## config.mk

```make
export PLATFORM = sky130hd
export DESIGN_NAME = imem_loader
export DESIGN_NICKNAME = d
export VERILOG_FILES = /design/src/rtl/imem_loader.sv
export SDC_FILE = /design/constraint.sdc
export NUM_CORES = 1
export LEC_CHECK = 0
export ABC_AREA = 1
export BUFFER_PORTS_ARGS = -buffer_cell sky130_fd_sc_hd__buf_2
export CAP_MARGIN = 30
export CORE_ASPECT_RATIO = 0.6
export CORE_MARGIN = 2
export CORE_UTILIZATION = 25
export CTS_BUF_LIST = sky130_fd_sc_hd__clkbuf_4 sky130_fd_sc_hd__clkbuf_8 sky130_fd_sc_hd__clkbuf_16
export DETAILED_ROUTE_END_ITERATION = 6
export PLACE_DENSITY = 0.46
export SETUP_SLACK_MARGIN = 0.15
export SLEW_MARGIN = 20
export SYNTH_ARGS = -nofsm -noshare
export SYNTH_HDL_FRONTEND = slang
export SYNTH_SLANG_ARGS = --single-unit
```

## constraint.sdc

```tcl
create_clock -name gated_clk -period 2.99 [get_ports gated_clk]
set_input_delay 0.299 -clock gated_clk [delete_from_list [all_inputs] [get_ports gated_clk]]
set_output_delay 0.299 -clock gated_clk [all_outputs]
set_load 0.005 [all_outputs]
```

## src/rtl/imem_loader.sv

```systemverilog
// imem_loader: assembles a little-endian byte stream into 32-bit program
// words and writes them to consecutive word addresses of instruction memory.
// Loading stops after the all-zero terminator word has been written (done),
// or when memory fills without a terminator (error).
module imem_loader #(
  parameter logic [31:0] BASE_ADDR = 32'h0000_0000,
  parameter int          DEPTH     = 256,
  localparam int         CW        = $clog2(DEPTH) + 1
) (
  input  logic          gated_clk,
  input  logic          reset,
  input  logic          start,
  input  logic          byte_valid,
  input  logic [7:0]    byte_data,
  output logic          byte_ready,
  output logic          wr_en,
  output logic [31:0]   wr_addr,
  output logic [31:0]   wr_data,
  output logic [CW-1:0] word_count,
  output logic          done,
  output logic          error
);

  typedef enum logic [2:0] {
    S_IDLE,
    S_ASSEMBLE,
    S_WRITE,
    S_DONE,
    S_ERROR
  } state_t;

  state_t      state;
  state_t      state_nxt;
  logic [1:0]  byte_cnt;
  logic [23:0] buffer;
  logic        load;
  logic        xfer;
  logic        last_slot;

  // A load may only begin from a resting state; start is ignored mid-load.
  assign load      = start && (state == S_IDLE || state == S_DONE || state == S_ERROR);
  assign xfer      = byte_valid && byte_ready;
  assign last_slot = (word_count == CW'(DEPTH - 1));

  // State register.
  always_ff @(posedge gated_clk or posedge reset) begin
    if (reset) state <= S_IDLE;
    else       state <= state_nxt;
  end

  // Next-state logic; byte_ready and wr_en decode the state register only.
  always_comb begin
    state_nxt  = state;
    byte_ready = 1'b0;
    wr_en      = 1'b0;
    case (state)
      S_IDLE, S_DONE, S_ERROR: begin
        if (start) state_nxt = S_ASSEMBLE;
      end
      S_ASSEMBLE: begin
        byte_ready = 1'b1;
        if (byte_valid && byte_cnt == 2'd3) state_nxt = S_WRITE;
      end
      S_WRITE: begin
        wr_en = 1'b1;
        if (wr_data == 32'd0)  state_nxt = S_DONE;
        else if (last_slot)    state_nxt = S_ERROR;
        else                   state_nxt = S_ASSEMBLE;
      end
      default: state_nxt = S_IDLE;
    endcase
  end

  // Byte assembly, write address/data, word counter and sticky status flags.
  always_ff @(posedge gated_clk or posedge reset) begin
    if (reset) begin
      byte_cnt   <= 2'd0;
      buffer     <= 24'd0;
      wr_addr    <= BASE_ADDR;
      wr_data    <= 32'd0;
      word_count <= '0;
      done       <= 1'b0;
      error      <= 1'b0;
    end else if (load) begin
      byte_cnt   <= 2'd0;
      buffer     <= 24'd0;
      wr_addr    <= BASE_ADDR;
      word_count <= '0;
      done       <= 1'b0;
      error      <= 1'b0;
    end else if (state == S_ASSEMBLE && xfer) begin
      byte_cnt <= byte_cnt + 2'd1;
      case (byte_cnt)
        2'd0:    buffer[7:0]   <= byte_data;
        2'd1:    buffer[15:8]  <= byte_data;
        2'd2:    buffer[23:16] <= byte_data;
        default: wr_data       <= {byte_data, buffer};
      endcase
    end else if (state == S_WRITE) begin
      word_count <= word_count + CW'(1);
      if (wr_data == 32'd0) begin
        // Terminator stays at its own address so wr_addr names the last write.
        done <= 1'b1;
      end else if (last_slot) begin
        error <= 1'b1;
      end else begin
        wr_addr  <= wr_addr + 32'd4;
        byte_cnt <= 2'd0;
        buffer   <= 24'd0;
      end
    end
  end

endmodule
```

==> results of run 1 <==
Yosys cell counts, types with 3 or more instances:
cell     instances
buf_1            3
nand2_1        215
nand3_1         70
mux2_4          30
inv_2            7
nor2_1          73
nor3_1           4
a21oi_1          7
inv_1           36
o21ai_2         11
o21ai_0          5
o21ai_1         21
buf_4            3
nand3_2          5
dfrtp_1        102
ha_1             7
or2_2           11
nor2_2           3
buf_6            8
buf_2            5
or2_0            3
power groups by stage:
stage | Clock (mW) | Sequential (mW) | Combinational, mW
6_report | 1.28 | 1.86 | 1.87
2_1_floorplan | 0 | 1.84 | 1.41
4_1_cts | 1.33 | 1.86 | 1.91
3_3_place_gp | 0 | 1.89 | 1.88
3_5_place_dp | 0 | 1.89 | 1.90
5_1_grt | 1.40 | 1.90 | 2.13
area by class of cell:
type	instances	area share, %
Sequential cell	102	39.5
Multi-Input combinational cell	480	39.2
Timing Repair Buffer	93	8.29
Tap cell	279	5.41
Clock buffer	9	3.49
Inverter	44	2.64
Clock inverter	7	1.47
per-layer routing:
layer	up-vias	track usage [%]	share of wire (%)
met5	-	0	0
met4	0	3.15	0.87
met3	10	3.72	7.0
met2	98	15.6	34
met1	2030	24.0	58
li1	2240	-	-
placed cells by master (no fill, tap or decap), types with 2 or more instances in the layout:
cell	synthesis	routed
nor2_2	3	3
inv_2	7	7
clkbuf_16	0	9
a21oi_1	7	7
nor3_1	4	4
inv_8	0	2
nand2_1	215	215
dfrtp_1	102	102
buf_12	0	4
o21ai_0	5	5
inv_6	0	2
conb_1	1	2
mux2_4	30	30
or2_0	3	3
nor2_1	73	73
o21ai_1	21	21
buf_2	5	86
ha_1	7	7
nand3_2	5	5
or2_2	11	11
nand2_4	2	2
buf_4	3	2
nand3_1	70	70
o21ai_2	11	11
xnor2_1	2	2
mux2_1	2	2
inv_1	36	35
stage by stage:
step / setup WS (ns) / hold WS [ns] / area (um2) / cells
finish: 0.654 / 0.257 / 6460 / 1014
global route: 0.366 / 0.254 / 6460 / 1014
CTS: 0.626 / 0.241 / 6460 / 1014
detailed placement: 0.662 / 0.288 / 6130 / 997
global placement: 0.748 / 0.461 / 6110 / 996
floorplan: 1.22 / 0.435 / 5410 / 647
state kept, by name, indices dropped and copies added, names as in the netlist:
register,count
buffer,24
byte_cnt,2
done,1
error,1
state,3
word_count,9
wr_addr,30
wr_data,32
final timing paths:
check,start,end,slack [ns],cells past startpoint
worst max-delay path,word_count[0],wr_addr[17],0.65,12
min in group asynchronous,reset,wr_data[14],0.46,3
max in group asynchronous,reset,wr_addr[17],1.80,5
worst min register to register,buffer[13],buffer[13],0.47,2
worst max register to register,word_count[0],wr_addr[17],0.65,12
worst min-delay path,byte_data[6],buffer[22],0.26,3
worst register-to-register path, cell delays in order, from the launching register on:
cell	delay, ns
dfrtp_1	0.39
ha_1	0.19
nand3_1	0.10
nor3_1	0.30
nand2_1	0.08
nor2_1	0.11
ha_1	0.21
nand2_1	0.09
nand3_2	0.33
buf_12	0.27
inv_2	0.06
nand2_1	0.05
nand2_1	0.04
logic make-up (layout without fill, tap and decap cells):
family | after synthesis | in the layout | synth area share, %
fa+ha+maj | 7 | 7 | 1.62
xor+xnor | 3 | 3 | 0.487
flops | 102 | 102 | 47.3
mux | 32 | 32 | 8.76
buf+inv | 65 | 153 | 5.98
simple gates | 390 | 390 | 30.7
other cells | 1 | 2 | 0.0694
compound gates | 46 | 46 | 5.10
==> results by group, run 1 <==
Run status
  – Status: complete, no violations

Critical path
  – Crit path launch type: flop
  – Arr. time, crit path: 2.57 ns
  – Buffers and inverters on the worst path: 2
  – CP Max Fanout: 39
  – Worst path max stage delay: 0.39 ns
  – CP required: 3.23 ns
  – Slowest CP cell: dfrtp_1
  – Most used cell along the critical path: nand2_1
  – Crit-path cells: ha_1 -> nand3_1 -> nor3_1 -> nand2_1 -> nor2_1 -> ha_1 -> nand2_1 -> nand3_2 -> buf_12 -> inv_2 -> nand2_1 -> nand2_1
  – Top delay family on crit path: simple AND/OR/NAND/NOR gates
  – Critical path endpoint category: flop
  – Kind of critical path: flop to flop

Finish
  – Antenna diodes: 0
  – Core Util, Final: 30.6%
  – Share of layout cells above drive strength 1: 24.6%
  – Register Area: 0.00255 mm2
  – Area Growth Syn to Fin: 19.6%
  – Area of the multi-input gates: 0.00253 mm2
  – FILL cells: 2282
  – Fin nets: 749

Clock network
  – Clock root buffer: clkbuf_16
  – Clk sinks: 102
  – Post-CTS Hold Fix Bufs: 1
  – Total CTS buffers: 9
  – CTS tree: done
  – Clock slew at reported path FFs: 0.08 ns
  – Post-CTS sizing: 0
  – Setup Fix Bufs, Post-CTS: 0
  – Clock tree buffer depth: 2
  – Max H-tree Level: 3
  – Clock Latency Late Sink: 0.35 ns

Die
  – Site Rows: 41
  – Placeable Area: 0.0211 mm2
  – Initial Util: 25.6%
  – Die height: 118 um
  – Boundary pin count: 89
  – Die Area: 0.0228 mm2
  – Die width: 194 um

Drt
  – Routed WL per cell: 15.0 um
  – Detail Route Antenna Nets: 0
  – Routed wire length: 15.2 mm
  – Drt pass-1 iters: 4
  – # DRC: 0
  – Drt initial violations: 340
  – Vias per inst: 4.32
  – Via Count: 4378

STA
  – Final Setup Violations: 0
  – Hold Fails Final Rpt: 0
  – Setup Total Neg Slack: 0 ns
  – Worst slew pin tran: 0.630 ns
  – Final min period: 2.34 ns
  – Period utilization: 78.1%
  – Max Slew Vio Count: 0
  – Relative slew slack: 58.0%
  – Clk_skew: 0.0132 ns
  – RSZ-0062 raised after global routing: no
  – Fmax: 428 MHz

Pwr
  – Power per Cell Area: 776 mW/mm2
  – Switching share of total power: 41.3%
  – Clock power frac: 25.6%
  – Peak supply drop: 0.000385 V
  – Lkg Pwr: 3.33 nW
  – Pint: 2.94 mW
  – Total Power: 5.01 mW
  – Sequential share of power: 37.1%
  – Logic pwr share: 37.4%
  – Sw Pwr: 2.07 mW

Yosys
  – Sequential area share after synthesis: 47.3%
  – Synth Flop Type: dfrtp_1
  – Unique masters post-synth: 34
  – Post-synth EDFFs: 0
  – Ranking of synthesized cells by area: dfrtp_1 47%, nand2_1 15%, mux2_4 8.3%
  – Syn Area/Cell: 8.36 um2
  – Async set or reset register ratio after synthesis: 100%
  – Synth area leader: dfrtp_1
  – Post-synthesis register bit count: 102
  – Ys Warns: 0
  – Syn Inst Count: 646
  – Synthesized area: 0.00540 mm2
  – Area share of the largest cell type after synthesis: 47.3%

Global route
  – First-pass GRT wire length: 24.4 mm
  – GRT Residual Overflow: 0
  – Vias in the first global route: 4069
  – Total Routing Usage GR: 13.9%
  – Initial antenna violation count: 0
  – Largest net degree at the start of global routing: 40

Place
  – Dpl hpwl: 11.6 mm
  – RePlAce Congestion: 0.866
  – PortBufs: 86

Min path
  – Worst Hold Class: input port to flop

Job
  – Max Cap Viol: 0
Power figures use the tool's default switching activity.
==> run 2, diff against run 1 <==
- clock period: 2.99 -> 2.11 ns (I/O delays scaled with it)
==> run 2 against run 1 <==
Compared with the run above: maximum frequency rose by 23%; sequential power rose by 41%; clock power rose by 34%; total power rose by 65%; worst setup slack got worse by 0.45 ns; critical path depth fell by 1; clock-buffer cell count did not move; hold slack got worse by 0.096 ns; register-to-register slack got worse by 0.45 ns.
==> results by group, run 2 (synthesis results as in run 1) <==
Drt
  – Detail Route Antenna Nets: 0
  – Via Count: 4535
  – Drt initial violations: 418
  – Drt pass-1 iters: 5
  – Routed WL per cell: 15.7 um
  – Vias per inst: 4.39
  – Routed wire length: 16.3 mm
  – # DRC: 0

Critical path
  – Kind of critical path: flop to flop
  – Reg-to-Reg Start: word_count[1]
  – R2R depth: 11
  – Crit path launch type: flop
  – Critical path endpoint category: flop
  – CP Max Fanout: 6
  – CP required: 2.35 ns
  – Arr. time, crit path: 2.15 ns
  – RR Endpoint: wr_addr[12]
  – Flop2flop setup slack: 0.21 ns

Finish
  – Fin nets: 769
  – Non-Filler Instances: 1034
  – Share of layout cells above drive strength 1: 29.4%
  – Largest regs: wr_data (32), wr_addr (30), buffer (24)
  – Largest Register: wr_data
  – Area Growth Syn to Fin: 26.0%
  – Core Util, Final: 32.3%
  – Largest register FFs: 32
  – Most frequent cells in the layout: 210 x nand2_1, 102 x dfrtp_1, 86 x buf_2
  – Post-layout instance area: 0.00681 mm2
  – Commonest non-fill, non-tap cell in the layout: nand2_1
  – Antenna diodes: 0

Place
  – Placed Instance Area: 0.00619 mm2
  – Placement Setup Slack: 0.0283 ns
  – Dpl hpwl: 11.8 mm
  – RePlAce Congestion: 0.882
  – Dpl cells: 1005
  – PortBufs: 86

STA
  – Hold Fails Final Rpt: 0
  – Max Slew Vio Count: 0
  – Final Setup Violations: 0
  – WHS: 0.161 ns
  – Period utilization: 90.3%
  – Final min period: 1.90 ns
  – Clk_skew: 0.0126 ns
  – Final WS setup: 0.206 ns
  – Fmax: 525 MHz
  – Relative slew slack: 57.0%
  – RSZ-0062 raised after global routing: yes
  – Worst slew pin tran: 0.645 ns
  – Setup Total Neg Slack: 0 ns

Clock network
  – Clock slew at reported path FFs: 0.08 ns
  – Clk sinks: 102
  – Max H-tree Level: 3
  – Total CTS buffers: 9
  – CTS tree: done
  – Clock tree buffer depth: 2
  – Clock Latency Late Sink: 0.35 ns
  – Clock root buffer: clkbuf_16

Die
  – Initial Util: 25.6%
  – Placeable Area: 0.0211 mm2
  – Boundary pin count: 89
  – Die Area: 0.0228 mm2
  – Die width: 194 um
  – Site Rows: 41
  – Die height: 118 um

Pwr
  – Lkg Pwr: 3.51 nW
  – Peak supply drop: 0.000612 V
  – Total Power: 8.26 mW
  – Power per Cell Area: 1210 mW/mm2

Global route
  – Initial antenna violation count: 0
  – First-pass GRT wire length: 25.2 mm
  – Total Routing Usage GR: 14.4%
  – GRT Residual Overflow: 0
  – Vias in the first global route: 4017
  – Largest net degree at the start of global routing: 46

Min path
  – Worst Hold Class: input port to flop
  – WHS Path Cells: 4
  – Hold Path Origin: start
  – WHS Endpoint: state[2]

Job
  – Max Cap Viol: 0

Run status
  – Status: complete, no violations
run 2: critical path, cell delays in order (launching register included):
cell and delay (ns):
dfrtp_1 0.37, ha_2 0.21, nand3_4 0.08, nor3_4 0.14, nand2_1 0.07, nor2_1 0.11
ha_2 0.23, nand2_2 0.09, nand3_4 0.15, buf_12 0.14, clkbuf_16 0.15, o21ai_2 0.05
run 2: final cells by class:
type / count / area (um2)
Fill cell: 2239 / 14300
Multi-Input combinational cell: 480 / 2650
Sequential cell: 102 / 2550
Timing Repair Buffer: 113 / 786
Tap cell: 279 / 349
Clock buffer: 9 / 225
Inverter: 44 / 170
Clock inverter: 7 / 72.6
run 2: worst max-delay path by stage:
stage / from / endpoint / cells past startpoint
after CTS: word_count[1] / wr_addr[23] / 12
after floorplan: word_count[0] / wr_addr[14] / 11
after detailed placement: word_count[0] / wr_addr[25] / 11
final: word_count[1] / wr_addr[12] / 11
after global routing: word_count[1] / wr_addr[5] / 12
after global placement: word_count[1] / wr_addr[17] / 12
run 2: what timing repair did:
| action | CTS | global route |
|---|---|---|
| gates cloned | 2 | 2 |
| endpoints found under the hold margin | 17 | 0 |
| pin swaps | 4 | 5 |
| setup buffers | 6 | 2 |
| hold buffers | 1 | 0 |
| endpoints found under the setup margin | 56 | 60 |
| gates resized for setup | 8 | 22 |
run 2: report_power, final:
group | internal [mW] | switching (mW) | total, mW
sequential | 2.32 | 0.310 | 2.63
combinational | 1.68 | 2.23 | 3.91
clock | 0.843 | 0.868 | 1.71
run 2: routing by layer:
layer / track usage (%) / up-vias / part of all wire [%]
met5: 0 / - / 0
met1: 26.0 / 2150 / 61
li1: - / 2280 / -
met3: 3.38 / 8 / 5.5
met2: 15.3 / 97 / 33
met4: 3.15 / 0 / 0.73
